## src/rtl/vga_scanout.sv

```systemverilog
// vga_scanout: VGA timing generator that scans out pixels from a sof-aligned FIFO
module vga_scanout #(
    parameter int H_ACTIVE   = 640,
    parameter int H_FP       = 16,
    parameter int H_SYNC     = 96,
    parameter int H_BP       = 48,
    parameter int V_ACTIVE   = 480,
    parameter int V_FP       = 10,
    parameter int V_SYNC     = 2,
    parameter int V_BP       = 33,
    parameter int FIFO_DEPTH = 16
) (
    input  logic        clk,
    input  logic        reset_n,
    input  logic [23:0] in_data,
    input  logic        in_sof,
    input  logic        in_valid,
    output logic        in_ready,
    output logic [7:0]  vga_r,
    output logic [7:0]  vga_g,
    output logic [7:0]  vga_b,
    output logic        vga_hs,
    output logic        vga_vs,
    output logic        vga_blank_n,
    output logic        vga_sync_n,
    output logic        frame_start,
    output logic [15:0] underflow_count,
    output logic        locked
);
    localparam int H_TOTAL = H_ACTIVE + H_FP + H_SYNC + H_BP;
    localparam int V_TOTAL = V_ACTIVE + V_FP + V_SYNC + V_BP;
    localparam int HW = $clog2(H_TOTAL);
    localparam int VW = $clog2(V_TOTAL);
    localparam int AW = $clog2(FIFO_DEPTH);
    localparam logic [HW-1:0] H_LAST = HW'(H_TOTAL - 1);
    localparam logic [HW-1:0] H_VIS  = HW'(H_ACTIVE);
    localparam logic [HW-1:0] HS_BEG = HW'(H_ACTIVE + H_FP);
    localparam logic [HW-1:0] HS_END = HW'(H_ACTIVE + H_FP + H_SYNC);
    localparam logic [VW-1:0] V_LAST = VW'(V_TOTAL - 1);
    localparam logic [VW-1:0] V_VIS  = VW'(V_ACTIVE);
    localparam logic [VW-1:0] VS_BEG = VW'(V_ACTIVE + V_FP);
    localparam logic [VW-1:0] VS_END = VW'(V_ACTIVE + V_FP + V_SYNC);
    localparam logic [AW:0]   FULL   = (AW+1)'(FIFO_DEPTH);

    typedef enum logic {SYNC, RUN} state_e;

    state_e        state_q, state_d;
    logic [HW-1:0] h_q, h_d;
    logic [VW-1:0] v_q, v_d;
    logic [24:0]   mem_q [FIFO_DEPTH];
    logic [AW:0]   wr_q, rd_q;
    logic [24:0]   head;
    logic          empty, full, push, pop, show, uf, active, origin;
    logic [23:0]   rgb_q;
    logic          hs_q, vs_q, blank_q, fs_q;
    logic [15:0]   ucnt_q;

    assign h_d    = (h_q == H_LAST) ? '0 : h_q + 1'b1;
    assign v_d    = (h_q != H_LAST) ? v_q : (v_q == V_LAST) ? '0 : v_q + 1'b1;
    assign active = (h_q < H_VIS) && (v_q < V_VIS);
    assign origin = (h_q == '0) && (v_q == '0);
    assign empty  = wr_q == rd_q;
    assign full   = (wr_q - rd_q) == FULL;
    assign push   = in_valid && !full;
    assign head   = mem_q[rd_q[AW-1:0]];

    assign in_ready        = !full;
    assign {vga_r, vga_g, vga_b} = rgb_q;
    assign vga_hs          = hs_q;
    assign vga_vs          = vs_q;
    assign vga_blank_n     = blank_q;
    assign vga_sync_n      = 1'b0;
    assign frame_start     = fs_q;
    assign underflow_count = ucnt_q;
    assign locked          = state_q == RUN;

    // SYNC drops words until a sof word meets the origin; RUN takes one word per visible pixel
    always_comb begin
        state_d = state_q;
        pop     = 1'b0;
        show    = 1'b0;
        uf      = 1'b0;
        if (state_q == SYNC) begin
            pop     = !empty && (!head[24] || origin);
            show    = pop && head[24];
            state_d = show ? RUN : SYNC;
        end else if (active) begin
            if (empty) begin
                uf      = 1'b1;
                state_d = SYNC;
            end else if (head[24] && !origin) begin
                state_d = SYNC;
            end else begin
                pop  = 1'b1;
                show = 1'b1;
            end
        end
    end

    // Raster counters, scanout state and FIFO pointers
    always_ff @(posedge clk or negedge reset_n) begin
        if (!reset_n) begin
            h_q     <= '0;
            v_q     <= '0;
            state_q <= SYNC;
            wr_q    <= '0;
            rd_q    <= '0;
        end else begin
            h_q     <= h_d;
            v_q     <= v_d;
            state_q <= state_d;
            wr_q    <= wr_q + (AW+1)'(push);
            rd_q    <= rd_q + (AW+1)'(pop);
        end
    end

    // FIFO storage holds {sof, data}; contents need no reset since pointers define validity
    always_ff @(posedge clk) begin
        if (push) mem_q[wr_q[AW-1:0]] <= {in_sof, in_data};
    end

    // Registered VGA outputs, one clock behind the counters
    always_ff @(posedge clk or negedge reset_n) begin
        if (!reset_n) begin
            rgb_q   <= '0;
            hs_q    <= 1'b1;
            vs_q    <= 1'b1;
            blank_q <= 1'b0;
            fs_q    <= 1'b0;
            ucnt_q  <= '0;
        end else begin
            rgb_q   <= show ? head[23:0] : '0;
            hs_q    <= !(h_q >= HS_BEG && h_q < HS_END);
            vs_q    <= !(v_q >= VS_BEG && v_q < VS_END);
            blank_q <= active;
            fs_q    <= origin;
            ucnt_q  <= (uf && !(&ucnt_q)) ? ucnt_q + 1'b1 : ucnt_q;
        end
    end
endmodule
```

## config.mk

```make
export PLATFORM = sky130hd
export DESIGN_NAME = vga_scanout
export DESIGN_NICKNAME = d
export VERILOG_FILES = /design/src/rtl/vga_scanout.sv
export SDC_FILE = /design/constraint.sdc
export NUM_CORES = 1
export LEC_CHECK = 0
export CAP_MARGIN = 40
export CORE_MARGIN = 5
export CORE_UTILIZATION = 55
export CTS_CLUSTER_DIAMETER = 150
export DETAILED_ROUTE_END_ITERATION = 16
export HOLD_SLACK_MARGIN = 0.12
export PLACE_DENSITY = 0.73
export SLEW_MARGIN = 30
export SYNTH_ARGS = -nofsm -noshare
export SYNTH_HDL_FRONTEND = slang
export SYNTH_SLANG_ARGS = --single-unit
```

## constraint.sdc

```tcl
create_clock -name clk -period 7.5 [get_ports clk]
set_clock_uncertainty 0.1 [all_clocks]
set_input_delay 0.75 -clock clk [delete_from_list [all_inputs] [get_ports clk]]
set_output_delay 0.75 -clock clk [all_outputs]
set_load 0.1 [all_outputs]
```

==> metrics.cfg <==
[sta]
timing.final.ws_setup_ns=3.04
max_slew_margin_pct=46.2
finalCriticalPeriod_ns=4.46
finalCritPeriodShare_pct=59.4
hold_violations=0
fin_setup_tns_ns=0
setup_viol=0
drv_slew=0
max_freq_mhz=224
rsz0062_at_grt=false
worst_slew_pin_slew_ns=0.805

[logic_synthesis]
ys_top_cells_by_count=edfxtp_1, mux4_2, dfrtp_1
synth.net_count=961
syn_avg_cell_area_um2=20.1
synth_seq_area_share_pct=75.0
synth_ff_type=edfxtp_1
syn_area_um2=18500
synthArstFlopShare_pct=15.8
synth_edf_count=400
synth_top_area_share_pct=64.9
ys_ff_latch=475
syn_inst=920
synth_top_cell_by_area=edfxtp_1
yosysMostFrequentCell=edfxtp_1
synth.area.top_cells=edfxtp_1, mux4_2, dfrtp_1
synth_cell_type_count=56
yosys_warnings=0

[clock_tree]
cts_buffers=46
insertion_delay_ns=0.55
cts_tree=yes
clockBufferDepth=3
cts.repair.resized=0
postCtsSetupRepairBufs=0
cts_root_buf=clkbuf_16
path_clk_slew_ns=0.06
htree_levels=2
cts_sinks=475

[layout]
drive_gt1_share_pct=26.5
finalNetCount=1114
area_growth_pct=21.1

[drt]
final_antenna_net_count=0
vias=9457
top_layer=met4
wl_met3_um=2440
drt_iter0_drc=851
wl_met2_um=20400
drt_first_pass_iters=5
vias_per_cell=6.07
drt_wl_total_um=39800
drc=0
wl_met1_um=16100
drt-wirelength-per-cell_um=25.5

[setup_path]
path_delay_family=buffers and inverters
critPathMaxStageDelay_ns=0.87
worstPathMaxFanout=32
rrSetupSlack_ns=3.85
rr_endpoint=rgb_q[17]
critPathCaptureType=primary output
required_ns=6.65
critical_path_arrival_ns=3.61
r2r_cells=7
crit_cells=9
r2r-start=rd_q[0]
path_class=reg2out
cp_cell_sequence=ha_1 > nor2b_1 > o21a_1 > or4_1 > a21oi_2 > buf_4 > inv_1 > clkdlybuf4s50_1 > buf_8
cp_num_buf_inv=4
slowest_stage=dfrtp_4
start_kind=register

[place]
place_congestion=0.766
portBuffers=73
place_hpwl_um=22000
pre_cts_ws_ns=3.38

[die]
dieHeight_um=194
start_util_pct=55.5
num_rows=67
ios=75
core_area_um2=33400
dieArea_um2=37400
die_x_um=194

[grt]
antenna_found_initial=1
grt_max_degree=76
grt-ovfl-total=0
grt_pass1_wl_um=61500
grt_pass1_vias=10011
grt_usage_pct=21.5

[job]
maxCapViolCount=0

[power]
p_leak_nw=7.60
powerDensity_nw_per_um2=390
worst_ir_drop_vdd_mv=0.307

[worst_hold_path]
hp-class=reg2reg
whs_endpoint=rd_q[4]
hold_start=rd_q[4]
holdPathStages=1

[run_status]
status=complete, no violations

-- layout make-up --
| type | instances | area, um2 |
|---|---|---|
| diodes | 1 | 2.50 |
| clock buffers | 62 | 1250 |
| clock inverters | 23 | 294 |
| fillers | 2156 | 10900 |
| inverters | 15 | 56.3 |
| multi-input cells | 384 | 4470 |
| flip-flops and latches | 475 | 13900 |
| well taps | 448 | 561 |
| repair buffers | 151 | 1900 |
-- sequential cells by signal, indices dropped and copies added (netlist names) --
| name | flops |
|---|---|
| mem_q | 400 |
| rgb_q | 24 |
| underflow_count | 16 |
| h_q | 10 |
| v_q | 10 |
| rd_q | 5 |
| wr_q | 5 |
| frame_start | 1 |
| locked | 1 |
| vga_blank_n | 1 |
| vga_hs | 1 |
| vga_vs | 1 |
-- where the power goes --
group          switching, mW  internal, mW
clock                  0.948          1.41
sequential             0.175          3.21
combinational           1.75          1.25
-- worst max-delay path by stage --
stage	from	end	slack, ns
after CTS	rd_q[2]	in_ready	2.79
after global placement	rd_q[2]	in_ready	3.04
after floorplan	rd_q[1]	mem_q[15][0]	1.89
after detailed placement	rd_q[2]	in_ready	3.38
final	rd_q[0]	in_ready	3.04
after global routing	rd_q[0]	in_ready	2.81
-- cell usage in the layout, fill, tap and decap left out, drive strengths merged, types with 3 or more instances in the layout --
master and instances:
and4b 3, nand4 17, o22ai 46, bufinv 7
clkinv 13, nor4b 29, or4 3, inv 16
nor4 5, and3 6, nand3 22, mux2i 4
nor3 5, clkdlybuf4s50 72, clkbuf 62, nand2 24
buf 78, nor2 24, nor2b 3, xor2 11
ha 13, xnor2 24, and4 4, nand2b 4
edfxtp 400, mux4 101, dfrtp 73, o21ai 12
-- logic make-up (layout without fill, tap and decap cells) --
| kind of cell | after synthesis | in the layout | share of synthesized area [%] |
|---|---|---|---|
| XOR/XNOR | 35 | 35 | 1.66 |
| multiplexers | 107 | 107 | 12.7 |
| flip-flops | 475 | 475 | 75.0 |
| buffers and inverters | 61 | 251 | 1.46 |
| other | 1 | 2 | 0.0202 |
| AO/OA/AOI/OAI | 71 | 71 | 2.43 |
| adder cells (fa/ha/maj) | 13 | 13 | 0.878 |
| AND/OR/NAND/NOR | 157 | 157 | 5.84 |
-- per-stage QoR --
stage                     util, %  std cells  hold slack, ns  instance area, um2  total power, mW
after global placement       59.5       1414           0.381               19900             6.06
after global routing         67.2       1558           0.420               22400             9.10
after floorplan                 -        920           0.354               18500             5.37
final                        67.2       1559           0.406               22400             8.75
after detailed placement     62.2       1467           0.399               20700             6.41
after CTS                    66.8       1552           0.183               22300             8.78
-- metal layers --
layer  up-vias  global-route usage [%]
met1      4974                    29.5
met3        68                    3.79
met4         0                    5.30
met5         -                       0
li1       4080                       -
met2       335                    36.6
-- timing repair --
item	CTS	global route
hold buffers	0	1
endpoints found under the hold margin	0	21
endpoints found under the setup margin	0	0
Note: power is estimated with default switching activity, not from simulation.
